### src/rtl/bcd_seq_conv.sv
// Sequential 32-bit binary to 8-digit packed BCD converter, shift-and-add-3, one bit per clock.
// Optional build macro BCD_SAT_EN: values above 99,999,999 read out as 32'h99999999 instead of the low 8 digits.
//
// state   | meaning
// --------+------------------------------------------------------------
// S_IDLE  | waiting for start; bcd_out/ovf hold the last result
// S_SHIFT | 32 correct-and-shift iterations; busy high
// S_DONE  | one-cycle done pulse; start ignored
module bcd_seq_conv (
  input  logic        CLK,
  input  logic        rst,
  input  logic        start,
  input  logic [31:0] bin_in,
  output logic        busy,
  output logic        done,
  output logic [31:0] bcd_out,
  output logic        ovf
);

  typedef enum logic [1:0] {
    S_IDLE  = 2'd0,
    S_SHIFT = 2'd1,
    S_DONE  = 2'd2
  } state_t;

  state_t      state_q;
  logic [39:0] acc_q;
  logic [31:0] sr_q;
  logic [4:0]  count_q;
  logic        busy_q;
  logic        done_q;
  logic [31:0] bcd_q;
  logic        ovf_q;

  logic [39:0] acc_adj;
  logic [39:0] acc_d;
  logic [31:0] bcd_d;
  logic        ovf_d;

  // All ten digits are corrected independently; no carry crosses a digit boundary.
  always_comb begin
    acc_adj = acc_q;
    for (int i = 0; i < 10; i++) begin
      if (acc_q[4*i +: 4] >= 4'd5) begin
        acc_adj[4*i +: 4] = acc_q[4*i +: 4] + 4'd3;
      end
    end
    acc_d = {acc_adj[38:0], sr_q[31]};
    ovf_d = |acc_d[39:32];
`ifdef BCD_SAT_EN
    bcd_d = ovf_d ? 32'h9999_9999 : acc_d[31:0];
`else
    bcd_d = acc_d[31:0];
`endif
  end

  always_ff @(posedge CLK or negedge rst) begin
    if (!rst) begin
      state_q <= S_IDLE;
      acc_q   <= '0;
      sr_q    <= '0;
      count_q <= '0;
      busy_q  <= 1'b0;
      done_q  <= 1'b0;
      bcd_q   <= '0;
      ovf_q   <= 1'b0;
    end else begin
      case (state_q)
        S_IDLE: begin
          if (start) begin
            sr_q    <= bin_in;
            acc_q   <= '0;
            count_q <= '0;
            busy_q  <= 1'b1;
            state_q <= S_SHIFT;
          end
        end
        S_SHIFT: begin
          acc_q   <= acc_d;
          sr_q    <= {sr_q[30:0], 1'b0};
          count_q <= count_q + 5'd1;
          if (count_q == 5'd31) begin
            bcd_q   <= bcd_d;
            ovf_q   <= ovf_d;
            done_q  <= 1'b1;
            busy_q  <= 1'b0;
            state_q <= S_DONE;
          end
        end
        S_DONE: begin
          done_q  <= 1'b0;
          state_q <= S_IDLE;
        end
        default: begin
          state_q <= S_IDLE;
          busy_q  <= 1'b0;
          done_q  <= 1'b0;
        end
      endcase
    end
  end

  assign busy    = busy_q;
  assign done    = done_q;
  assign bcd_out = bcd_q;
  assign ovf     = ovf_q;

endmodule

### config.mk
export PLATFORM = sky130hd
export DESIGN_NAME = bcd_seq_conv
export DESIGN_NICKNAME = d
export VERILOG_FILES = /design/src/rtl/bcd_seq_conv.sv
export SDC_FILE = /design/constraint.sdc
export NUM_CORES = 1
export LEC_CHECK = 0
export BUFFER_PORTS_ARGS = -buffer_cell sky130_fd_sc_hd__buf_2
export CORE_ASPECT_RATIO = 1.5
export CORE_MARGIN = 2
export CORE_UTILIZATION = 52
export CTS_CLUSTER_DIAMETER = 80
export CTS_CLUSTER_SIZE = 40
export DETAILED_ROUTE_END_ITERATION = 10
export PLACE_DENSITY = 0.84
export RECOVER_POWER = 50
export SLEW_MARGIN = 20
export SYNTH_ARGS = -nofsm -noshare
export SYNTH_HDL_FRONTEND = slang
export SYNTH_SLANG_ARGS = --single-unit
### constraint.sdc
create_clock -name CLK -period 1.8 [get_ports CLK]
set_input_delay 0.09 -clock CLK [delete_from_list [all_inputs] [get_ports CLK]]
set_output_delay 0.09 -clock CLK [all_outputs]
set_load 0.01 [all_outputs]
* Word-level counts from Yosys, hierarchy flattened
Index checks and enable logic that the tools add are counted.
** Storage, ports and cells
- Register bits after elaboration :: 114
- Input port bits :: 35
- Output and inout bits :: 35
- Word-level logic and storage cells :: 68
** Operators by class
- $add $sub $neg :: 11
- Magnitude comparators :: 10
- Equality and inequality tests :: 5
- Mux-type cells :: 24
- Bitwise logic cells :: 2
- Reduce and logical (&&, ||, !) cells :: 8
** Operators with widths (count)
- 40-bit case mux with 2 select lines :: 1
- 32-bit case mux with 2 select lines :: 1
- 4-bit by 3-bit greater-or-equal comparator with 1-bit output (second input constant) :: 10
- 40-bit 2-to-1 mux :: 1
- 4-bit by 2-bit adder with 4-bit output (second input constant) :: 9
- 4-bit 2-to-1 mux :: 9
- 32-bit 2-to-1 mux :: 1
- 5-bit case mux with 2 select lines :: 1
- 2-bit AND reduction :: 4
- 8-bit OR reduction :: 1
- 5-bit by 1-bit adder with 5-bit output (second input constant) :: 1
- 5-bit == test (second input constant) :: 1
- 5-bit 2-to-1 mux :: 1
- 2-bit 2-to-1 mux :: 2
- 2-bit inequality test (second input constant) :: 2
- 2-bit case mux with 2 select lines :: 1
- 3-bit by 2-bit adder with 3-bit output (second input constant) :: 1
- 1-bit 2-to-1 mux :: 3
- 3-bit 2-to-1 mux :: 1
- 1-bit case mux with 3 select lines :: 1
- 3-bit AND reduction :: 1
- 2-bit by 1-bit == test with 1-bit output (second input constant) :: 1
- 2-bit == test (second input constant) :: 1
- 2-bit zero test :: 1
- 3 further kinds :: 4

* Depth between registers and ports, before layout
- Depth in word-level cells :: 3
- Gate-level depth with buffers :: 8
- Mapped depth without buffers :: 7

* Worst setup path before layout
Ideal clock, no wire load.
- Path type :: flip-flop to flip-flop
- Start point :: register count_q[0]
- End point :: register ovf_q, in the netlist ovf
- Data arrival time :: 1.782 ns
- Required time :: 1.660 ns
- Setup slack :: -0.122 ns
- Stages on the path, launching flop included :: 8
- Period minus slack after synthesis :: 1.922 ns
- Path through :: dfrtp_1 -> ha_1 -> and3_1 -> ha_1 -> nand3b_4 -> or4_1 -> a211oi_2 -> a41oi_1
** Between the ends
- Word-level cells in the longest chain between the ends :: 2
** RTL lines
- start, declared :: RTL line 29 : logic [4:0] count_q;
- start signal, assigned :: RTL line 81 : count_q <= count_q + 5'd1;
- 5-bit == test :: RTL line 82 : if (count_q == 5'd31) begin
- 2-bit AND reduction (no line)
- end signal, assigned :: RTL line 84 : ovf_q <= ovf_d;
- end, declared :: RTL line 33 : logic ovf_q;
No other way between the ends.
A chain may end at the register's enable or synchronous reset.

* Worst setup path in the final report
- Start point :: register count_q[1]
- End point :: register ovf_q, in the netlist ovf
The elaborated chain is that of the path after synthesis.

==> run summary <==
YS warnings = 0
largest net degree at the start of global routing = 51
DR vias/cell = 5.72
Worst Tran Pin Value = 864 ps
max cap viols = 0
worst slew margin relative to its limit = 42.4%
post-layout worst setup margin = -45.4 ps
Startpoint Class = flip-flop
Post-route DRC = 0
Worst EP required = 2070 ps
Detailed Route WL = 14000 um
CTS Root Cell = clkbuf_16
critical path class = flip-flop to flip-flop
antenna violations before repair = 0
top post-synthesis cells by area = dfrtp_1 50%, o21ai_0 10%, ha_1 4.9%, nand2_1 4.6%, a21oi_1 4.5%
Clock Latency Late Sink = 410 ps
Routed Antenna Nets = 0
Diodes inserted = 0
Initial Util = 53.4%
syn_nets = 652
htree depth = 4
Final setup viols = 1
CP endpoint kind = flip-flop
peak supply drop = 0.00103 V
Crit path largest cell delay = 430 ps
Clock Path Buffers = 2
overall power = 0.0134 W
Hold Path Class = input pin to flip-flop
core area = 10600 um2
critical path peak fanout = 3
Final Core Density = 68.5%
dpl cells = 799
share of cells above drive strength 1 = 22.1%
largest area contributor in the netlist = dfrtp_1
DR pass1 iterations = 5
Leakage Power = 3.25 nW
Final min period = 1850 ps
total gr overflow = 0
run status = finished, violations left
Critical Path AT = 2110 ps
Pwr per Cell Area = 1840 nW/um2
P&R area growth vs syn = 28.4%
Die Wd = 89.1 um
proportion of netlist area held by the largest area contributor = 50.5%
Critical Path Slowest Stage Cell = or4_4
vias in the first global route = 5008
Seq/Total Area, Yosys = 50.5%
Avg Cell Area, Syn = 9.50 um2
final clock skew = 6.63 ps
CTS buffer count = 17
TritonCTS clock tree = built
CP bufs+invs = 0
Peak Freq = 0.542 GHz
clock slew at reported path FFs = 50 ps
Final Hold Viols = 0
DR vias = 4936
mapped cell area = 5650 um2
fin crit share = 103%
DP Wirelength = 8660 um
Global Route Usage Sum = 25.1%
# rows = 46
unrepaired setup endpoints after global routing = true
Port Buffer Count = 69
failing checks = setup timing
first-pass GRT wire length = 23200 um
Fill cells = 815
Mapped Cells = 595
Die Y-Extent = 132 um
critical-path cell list = ha_2, and3_4, ha_4, nand3b_4, or4_4, a211oi_2, a41oi_1
critical path's top delay family = simple AND/OR/NAND/NOR gates
max-slew violation count = 0
final net count = 763
synthesized flop and latch total = 114
Post-Layout Cell Count = 863
pre-CTS setup slack = -90.9 ps
GP Congestion = 0.802
die area = 11700 um2
initial DRC count = 322
io pins = 70
Routed WL per cell = 16.2 um
Synth cell types = 30
CTS sink cnt = 114
-- cells in the mapped netlist --
cell	count
dfrtp_1	114
a21oi_1	51
or3b_2	8
nand3b_4	1
xnor2_1	10
a211oi_2	1
o21ai_0	117
nor3_1	11
nand3_1	1
ha_1	22
buf_1	2
a22o_1	6
nor3b_1	11
nand2_1	69
a31oi_1	8
nor2b_1	34
inv_1	22
mux2i_1	4
nand2b_1	11
or4_1	1
mux2_2	10
a41oi_1	1
a22oi_1	31
nor2_1	13
and3_1	1
clkbuf_1	19
clkinv_1	1
a21o_1	1
buf_2	13
o21bai_2	1
-- metrics by stage --
stage / cell area (um2) / setup TNS (ps) / hold slack [ps]
floorplan: 5660 / 0 / -206
global placement: 6280 / -51.1 / 80.1
detailed placement: 6290 / -505 / 90.5
CTS: 7250 / 0 / 7.07
global route: 7250 / -576 / 16.9
finish: 7250 / -45.4 / 15.2
-- layout make-up --
class                      count  area (um2)  area share, %
clock buffer                  21         460           6.35
clock inverter                11         183           2.52
inverter                      23        86.3           1.19
multi-input combinational    424        2640           36.4
sequential                   114        2850           39.3
tap                          144         180           2.48
timing repair buffer         126         853           11.8
-- path summary, 6_finish.rpt --
kind	from	end	slack [ps]	cells past startpoint
hold reg to reg	bcd_out[2]	bcd_out[2]	470	2
min in group asynchronous	rst	acc_q[36]	340	2
setup reg to reg	count_q[1]	ovf	-50	7
hold / removal	bin_in[27]	sr_q[27]	20	3
setup / recovery	count_q[1]	ovf	-50	7
max in group asynchronous	rst	done	300	3
-- state kept, by name (all words and copies together) (netlist names) --
signal and flops:
acc_q 40, bcd_out 32, sr_q 32, count_q 5, state_q 2, busy 1
done 1, ovf 1
-- metal layers --
layer | GRT usage, % | vias to the layer above | wire length (um)
met5 | 0 | - | 0
met1 | 29.0 | 2421 | 5390
met2 | 41.9 | 166 | 7480
met3 | 6.78 | 42 | 681
li1 | - | 2307 | -
met4 | 11.9 | 0 | 443
-- placed cells by master, fill, tap and decap left out, types with 8 or more instances in the layout --
| master | n |
|---|---|
| nor3b_1 | 11 |
| nor2_1 | 13 |
| nand2_1 | 69 |
| o21ai_0 | 116 |
| clkbuf_16 | 17 |
| a31oi_1 | 8 |
| a21oi_1 | 44 |
| nor2b_1 | 32 |
| a22oi_1 | 31 |
| clkbuf_1 | 13 |
| ha_1 | 16 |
| nand2b_1 | 11 |
| dfrtp_1 | 114 |
| or3b_2 | 8 |
| inv_1 | 20 |
| xnor2_1 | 10 |
| dlygate4sd3_1 | 26 |
| nor3_1 | 11 |
| mux2_2 | 10 |
| buf_2 | 57 |
| buf_4 | 27 |
-- logic make-up (layout without fill, tap and decap cells) --
logic type	count (synthesis)	count (layout)	share of synthesized area, %
multiplexers	14	14	2.70
AO/OA/AOI/OAI	217	217	21.5
buffers and inverters	57	181	4.07
XOR/XNOR	10	10	1.55
flip-flops	114	114	50.5
AND/OR/NAND/NOR	161	161	14.8
adder cells (fa/ha/maj)	22	22	4.87
-- report_power, final --
| part | leakage (nW) | internal (W) | switching, W |
|---|---|---|---|
| Sequential | 1.47 | 0.00367 | 0.000907 |
| Combinational | 1.47 | 0.00234 | 0.00280 |
| Clock | 0.317 | 0.00252 | 0.00115 |
-- worst min-delay path, delay by kind of cell --
family,cells,cell delay (ps)
compound gates,2,200
buf+inv,1,80
-- what timing repair did --
item                       in CTS  in global routing
hold buffers                   26                  0
setup buffers                   4                  2
setup endpoints to repair       9                 25
resized for setup               5                 12
hold endpoints to repair       55                  0
pin swaps                       1                  1
No activity file was read; power rests on OpenSTA's default activity.
